===== config.mk =====
export PLATFORM = sky130hd
export DESIGN_NAME = adder_seq_ctrl
export DESIGN_NICKNAME = d
export VERILOG_FILES = /design/src/rtl/adder_seq_ctrl.sv
export SDC_FILE = /design/constraint.sdc
export NUM_CORES = 1
export LEC_CHECK = 0
export CAP_MARGIN = 30
export CORE_MARGIN = 2
export CORE_UTILIZATION = 45
export CTS_CLUSTER_DIAMETER = 200
export CTS_CLUSTER_SIZE = 12
export DETAILED_ROUTE_END_ITERATION = 8
export GPL_ROUTABILITY_DRIVEN = 0
export HOLD_SLACK_MARGIN = 0.12
export PLACE_DENSITY_LB_ADDON = 0.3
export SETUP_SLACK_MARGIN = 0.2
export SLEW_MARGIN = 10
export SYNTH_ARGS = -nofsm -noshare
export SYNTH_HDL_FRONTEND = slang
export SYNTH_SLANG_ARGS = --single-unit

===== constraint.sdc =====
create_clock -name clk -period 4.21 [get_ports clk]
set_input_delay 0.842 -clock clk [delete_from_list [all_inputs] [get_ports clk]]
set_output_delay 0.842 -clock clk [all_outputs]
set_load 0.005 [all_outputs]

===== src/rtl/adder_seq_ctrl.sv =====
// Nibble-serial add/subtract sequencer: one 4-bit full-adder slice is reused
// WIDTH/4 times, LSB nibble first, with valid/ready on operand and result sides.

module fulladder (
  input  logic [3:0] a,
  input  logic [3:0] b,
  input  logic       cin,
  output logic [3:0] s,
  output logic       cout
);
  logic [4:0] w_total;

  assign w_total = {1'b0, a} + {1'b0, b} + {4'b0000, cin};
  assign s       = w_total[3:0];
  assign cout    = w_total[4];
endmodule

module adder_seq_ctrl #(
  parameter int WIDTH = 16
) (
  input  logic             clk,
  input  logic             reset,
  input  logic             in_valid,
  output logic             in_ready,
  input  logic [WIDTH-1:0] a,
  input  logic [WIDTH-1:0] b,
  input  logic             sub,
  output logic             out_valid,
  input  logic             out_ready,
  output logic [WIDTH-1:0] sum,
  output logic             cout,
  output logic             ovf,
  output logic             busy,
  output logic [1:0]       o_dbg_state
);
  localparam int NSLICE = WIDTH / 4;
  localparam int IDXW   = $clog2(NSLICE);

  // Handshake rules: an operand transfer happens on a rising edge where
  // in_valid && in_ready; a result transfer on an edge where out_valid && out_ready.
  // Neither ready/valid output depends combinationally on the other side.
  typedef enum logic [1:0] {
    S_IDLE = 2'd0,
    S_RUN  = 2'd1,
    S_DONE = 2'd2
  } state_t;

  state_t           r_state;
  state_t           w_next_state;
  logic [WIDTH-1:0] r_a;
  logic [WIDTH-1:0] r_b;
  logic             r_carry;
  logic [IDXW-1:0]  r_idx;
  logic [WIDTH-1:0] r_sum;
  logic             r_cout;
  logic             r_ovf;

  logic [3:0]       w_a_slice;
  logic [3:0]       w_b_slice;
  logic [3:0]       w_s;
  logic             w_slice_cout;
  logic             w_last;
  logic             w_accept;
  logic             w_release;

  assign w_a_slice = r_a[{r_idx, 2'b00} +: 4];
  assign w_b_slice = r_b[{r_idx, 2'b00} +: 4];
  assign w_last    = (r_idx == IDXW'(NSLICE - 1));
  assign w_accept  = (r_state == S_IDLE) && in_valid;
  assign w_release = (r_state == S_DONE) && out_ready;

  fulladder u_slice (
    .a    (w_a_slice),
    .b    (w_b_slice),
    .cin  (r_carry),
    .s    (w_s),
    .cout (w_slice_cout)
  );

  always_ff @(posedge clk) begin
    if (reset) begin
      r_state <= S_IDLE;
    end else begin
      r_state <= w_next_state;
    end
  end

  always_comb begin
    w_next_state = r_state;
    case (r_state)
      S_IDLE:  if (in_valid)  w_next_state = S_RUN;
      S_RUN:   if (w_last)    w_next_state = S_DONE;
      S_DONE:  if (out_ready) w_next_state = S_IDLE;
      default: w_next_state = S_IDLE;
    endcase
  end

  // Subtraction is a + ~b + 1: the inversion is latched and the +1 enters as carry-in.
  always_ff @(posedge clk) begin
    if (reset) begin
      r_a     <= '0;
      r_b     <= '0;
      r_carry <= 1'b0;
      r_idx   <= '0;
      r_sum   <= '0;
      r_cout  <= 1'b0;
      r_ovf   <= 1'b0;
    end else if (w_accept) begin
      r_a     <= a;
      r_b     <= sub ? ~b : b;
      r_carry <= sub;
      r_idx   <= '0;
      r_sum   <= '0;
    end else if (r_state == S_RUN) begin
      r_sum[{r_idx, 2'b00} +: 4] <= w_s;
      r_carry                    <= w_slice_cout;
      r_idx                      <= r_idx + IDXW'(1);
      if (w_last) begin
        r_cout <= w_slice_cout;
        r_ovf  <= (r_a[WIDTH-1] == r_b[WIDTH-1]) && (w_s[3] != r_a[WIDTH-1]);
      end
    end
  end

  assign in_ready    = (r_state == S_IDLE);
  assign out_valid   = (r_state == S_DONE);
  assign busy        = (r_state == S_RUN) || (r_state == S_DONE);
  assign sum         = r_sum;
  assign cout        = r_cout;
  assign ovf         = r_ovf;
  assign o_dbg_state = r_state;

  logic w_unused;
  assign w_unused = w_release;
endmodule


==> impl_metrics.tcl, run 1 <==
set metrics [dict create \
    outcome "finished clean" \
    grt_usage 0.179 \
    die_w_um 80.2 \
    wl_per_cell_um 13.6 \
    grt-ovfl-total 0 \
    crit_chain "buf_6, mux4_2, fa_1, fa_1, a21o_2, a21oi_1, a211o_1, a21oi_1" \
    crit_buf_inv 1 \
    max_cap_violations 0 \
    async_reset_ff_frac 0 \
    drtPass1Iterations 4 \
    power_density_mw_per_mm2 491 \
    grt_pass1_vias 1925 \
    ys_top_cells_by_area "dfxtp_1, mux4_2, nand2_1, ha_1, xnor2_1" \
    power.internal_uw 1040 \
    cts_hold_buffers 0 \
    insertion_delay_ns 0.31 \
    synth_seq_cells 55 \
    utilization 0.597 \
    switching_share 0.364 \
    synth_flop_cell "dfxtp_1" \
    synth_edf_count 0 \
    hold_viol 0 \
    rows 27 \
    placedCellCount 388 \
    wl_met2_um 2470 \
    syn_nets 324 \
    worstMarginPinSlew_ns 0.887 \
    postSynthAreaPerCell_um2 9.57 \
    critPathMaxStageDelay_ns 0.57 \
    coreArea_mm2 0.00557 \
    dr_total_vias 2092 \
    yosys.area.top_type "dfxtp_1" \
    max-clock-path-buffers 2 \
    top_layer "met4" \
    postCtsSetupRepairBufs 0 \
    post_cts_resized 0 \
    ys_seq_area_frac 0.421 \
    path_delay_family "adder cells" \
    post-route-period-util 0.708 \
    htree_levels 2 \
    cp-end-kind "flip-flop" \
    diodes 0 \
    drt_iter0_drc 94 \
    cts-root-buf "clkbuf_8" \
    synth_cells 273 \
    rsz0062_at_grt "no" \
    synth_top_area_frac 0.421 \
    ant_nets 0 \
    synth_most_common_cell "dfxtp_1" \
    dpl.hpwl_um 3940 \
    power.share.clock 0.174 \
    fin_cells 397 \
    die_area_mm2 0.00643 \
    vdd_drop_max_mv 0.306 \
    port_buffers 59 \
    cp_max_fo 10 \
    via_per_inst 5.27 \
    pre_cts_ws_ns 1.04 \
    startpoint_type "flip-flop" \
    yosysWarnings 0 \
    start_util 0.469 \
    met1_length_um 2590 \
    area_growth_pct 27.3 \
    setup_ws_ns 1.23 \
    clkTransAtPathRegs_ns 0.10 \
    critPathArrivalTime_ns 3.16 \
    skew_ns 0.00978 \
    wl_met3_um 285 \
    tritoncts "done" \
    grt_max_degree 51 \
    fmax_ghz 0.335 \
    max_slew_margin 0.407 \
    drv_slew 0 \
    cp_slowest_cell "dfxtp_1" \
    cts_sinks 55 \
    layout-drive-gt1-share 0.0892 \
    comb_power_share 0.414 \
    setup_viol 0 \
    hold-worst-slack_ns 0.458 \
    grt_antenna_before_repair 0 \
    power.share.sequential 0.412 \
    p_leak_uw 0.00119 \
    final.min_clock_period_ns 2.98 \
    drc 0 \
    die_h_um 80.2 \
    grt_first_pass_wirelength_um 9100 \
    syn_area_mm2 0.00261 \
    cts_buffers 5 \
    min_path_type "flip-flop to flip-flop" \
    routed_wl_um 5400 \
    path_class "flip-flop to flip-flop" \
    ios 60 \
    p_switching_uw 595 \
    setup_tns_ns 0 \
    ys_types 36 \
    synth_commonest_cells "dfxtp_1, nand2_1, nor2_1" \
    required_ns 4.39 \
    nets 375 \
]
==> through the flow <==
| stage | cell area [um2] | total power, uW |
|---|---|---|
| floorplan | 2610 | 1160 |
| global placement | 3230 | 1340 |
| detailed placement | 3230 | 1360 |
| CTS | 3320 | 1640 |
| global route | 3330 | 1740 |
| finish | 3330 | 1630 |
==> worst paths after layout <==
check / from / endpoint / slack (ns) / cells after the start
worst min-delay path: r_a[12] / r_a[12] / 0.46 / 2
worst max-delay path: r_idx[0] / r_carry / 1.23 / 8
worst max register to register: r_idx[0] / r_carry / 1.23 / 8
worst min register to register: r_a[12] / r_a[12] / 0.46 / 2
==> cells in the final DEF (no fill, tap or decap), types with 2 or more instances in the layout <==
cell type and instances:
mux4_2 8, clkdlybuf4s50_1 59, a22oi_1 12, dfxtp_1 55, inv_1 6, nand2_2 2, a211oi_1 17, a21oi_1 22
clkbuf_8 5, nor4b_4 3, nor2_1 34, fa_1 2, or3b_1 4, xnor2_1 17, mux2i_1 2, nand2_1 41
ha_1 12, buf_4 2
==> tightest hold or removal path, stage by stage (launching register included) <==
cell	delay [ns]
dfxtp_1	0.32
nand2_1	0.05
a21oi_1	0.05
==> state kept, by name, indices dropped and copies added, names as in the netlist <==
signal / count
r_a: 16
r_b: 16
sum: 16
o_dbg_state: 2
r_idx: 2
cout: 1
ovf: 1
r_carry: 1
==> power by group through the flow <==
stage	logic, uW	clock network (uW)	registers [uW]
after floorplan	497	0	661
after detailed placement	662	0	699
after global placement	645	0	698
after global routing	748	312	685
final	678	284	674
after CTS	663	291	688
==> layout make-up <==
class                           count  area [um2]
Clock buffer                        6        72.6
Clock inverter                      2        12.5
Fill cell                         483        2250
Inverter                            7        26.3
Multi-Input combinational cell    193        1410
Sequential cell                    55        1100
Tap cell                           72        90.1
Timing Repair Buffer               62         617
==> layer usage <==
layer	vias to the layer above	track usage
met4	0	0.0542
met3	8	0.0416
met2	60	0.282
met1	971	0.244
li1	1053	-
met5	-	0
==> kinds of logic after synthesis <==
family,synth area share
flops,0.421
simple gates,0.179
compound gates,0.150
buf+inv,0.0397
mux,0.0766
xor+xnor,0.0603
fa+ha+maj,0.0728
Power figures use the tool's default switching activity.
==> run 2, diff against run 1 <==
==> constraint.sdc (replaced) <==
create_clock -name clk -period 2.8 [get_ports clk]
set_input_delay 0.56 -clock clk [delete_from_list [all_inputs] [get_ports clk]]
set_output_delay 0.56 -clock clk [all_outputs]
set_load 0.005 [all_outputs]
==> run 2 against run 1 <==
  * Worst hold slack improved by 0.0029 ns
  * Non-clock buffer count increased by 7
  * Sequential power rose by 50%
  * Register-to-register slack lost 0.92 ns
  * Sequential cell count did not move
  * Design area is 2.9% higher
  * Sequential share of layout area shrank 0.83 points
  * Critical path depth fell by 1
  * Maximum frequency is 20% higher
  * Largest cell class unchanged
==> impl_metrics.tcl, run 2 (synthesized netlist as in run 1, its figures left out) <==
set metrics [dict create \
    grt_usage 0.183 \
    setup_viol 0 \
    cts_sinks 55 \
    final_common_cell "clkdlybuf4s50_1" \
    p_leak_uw 0.00124 \
    die_area_mm2 0.00643 \
    start_util 0.469 \
    switching_share 0.346 \
    startpoint "r_idx[0]" \
    grt_max_degree 51 \
    grt_antenna_before_repair 0 \
    hold_viol 0 \
    path_class "flip-flop to flip-flop" \
    rrSetupSlack_ns 0.31 \
    dpl.hpwl_um 4100 \
    power_density_mw_per_mm2 767 \
    fmax_ghz 0.401 \
    coreArea_mm2 0.00557 \
    htree_levels 2 \
    post-route-period-util 0.890 \
    drv_slew 0 \
    critPathArrivalTime_ns 2.68 \
    area_growth_pct 31.1 \
    fillers 508 \
    max_cap_violations 0 \
    utilization 0.615 \
    grt_first_pass_wirelength_um 9200 \
    setup_ws_ns 0.308 \
    tritoncts "done" \
    cts_buffers 5 \
    reg2reg_from "r_idx[0]" \
    wl_per_cell_um 13.6 \
    startpoint_type "flip-flop" \
    cp-endpoint "r_carry" \
    grt_pass1_vias 1979 \
    power.share.sequential 0.384 \
    rsz0062_at_grt "yes" \
    routed_wl_um 5490 \
    nets 382 \
    layout-drive-gt1-share 0.127 \
    power.internal_uw 1720 \
    p_switching_uw 910 \
    die_w_um 80.2 \
    required_ns 2.99 \
    final.min_clock_period_ns 2.49 \
    power_uw 2630 \
    vdd_drop_max_mv 0.365 \
    die_h_um 80.2 \
    cp_max_fo 6 \
    port_buffers 59 \
    setup_tns_ns 0 \
    r2r-end "r_carry" \
    cts-root-buf "clkbuf_8" \
    clkTransAtPathRegs_ns 0.10 \
    outcome "finished clean" \
    pre_cts_ws_ns 0.130 \
    grt-ovfl-total 0 \
    insertion_delay_ns 0.31 \
    rows 27 \
    max-clock-path-buffers 2 \
    diodes 0 \
    cp-end-kind "flip-flop" \
    drtPass1Iterations 4 \
    max_slew_margin 0.652 \
    drc 0 \
    worstMarginPinSlew_ns 0.521 \
    comb_power_share 0.408 \
    rr_worst_depth 7 \
    skew_ns 0.0100 \
    min_path_type "flip-flop to flip-flop" \
    final_cell_mix "clkdlybuf4s50_1, dfxtp_1, nand2_1" \
    drt_iter0_drc 103 \
    power.share.clock 0.208 \
    ant_nets 0 \
    dr_total_vias 2093 \
    ios 60 \
    via_per_inst 5.18 \
]
## run 2: power groups by stage
stage	Combinational [uW]	Sequential, uW	Clock [uW]
final	1070	1010	547
after floorplan	754	999	0
after detailed placement	1030	1040	0
after CTS	1070	1010	557
after global routing	1190	1020	583
after global placement	1010	1040	0
## run 2: stage by stage
step | hold slack (ns) | instance area (um2) | cells
2_1_floorplan | 0.433 | 2630 | 273
3_3_place_gp | 0.444 | 3270 | 393
3_5_place_dp | 0.448 | 3270 | 393
4_1_cts | 0.462 | 3420 | 404
5_1_grt | 0.479 | 3430 | 404
6_report | 0.461 | 3430 | 404
## run 2: repair_timing
action                                  4_1_cts  5_1_grt
hold buffers                                  0        0
endpoints found under the setup margin        2        2
resized for setup                             1        3
buffers inserted                              3        0
## run 2: how the worst min path moves through the flow
stage,end,startpoint,slack [ns],cells past startpoint
final,r_a[5],r_a[5],0.46,2
after global routing,sum[15],sum[15],0.48,2
after CTS,r_a[5],r_a[5],0.46,2
after floorplan,r_a[10],r_a[10],0.43,2
after global placement,r_a[5],r_a[5],0.44,2
after detailed placement,r_a[5],r_a[5],0.45,2
## run 2: area by class of cell
type	instances	area [um2]	share of cell area
Inverter	7	26.3	0.00767
Clock buffer	6	82.6	0.0241
Timing Repair Buffer	69	666	0.194
Multi-Input combinational cell	193	1420	0.415
Clock inverter	2	35.0	0.0102
Tap cell	72	90.1	0.0263
Sequential cell	55	1100	0.322
## run 2: critical path: stages, from the launching register on
cell and delay (ns):
dfxtp_4 0.41, mux4_2 0.54, fa_2 0.41, fa_1 0.42, a21o_2 0.24, a21oi_2 0.15
a211o_1 0.14, a21oi_1 0.06
## run 2: metal layers
metal | routed length (um) | up-vias | GRT usage
met5 | 0 | - | 0
met4 | 108 | 0 | 0.0746
met3 | 240 | 12 | 0.0382
met2 | 2550 | 53 | 0.295
met1 | 2590 | 961 | 0.240
li1 | - | 1067 | -
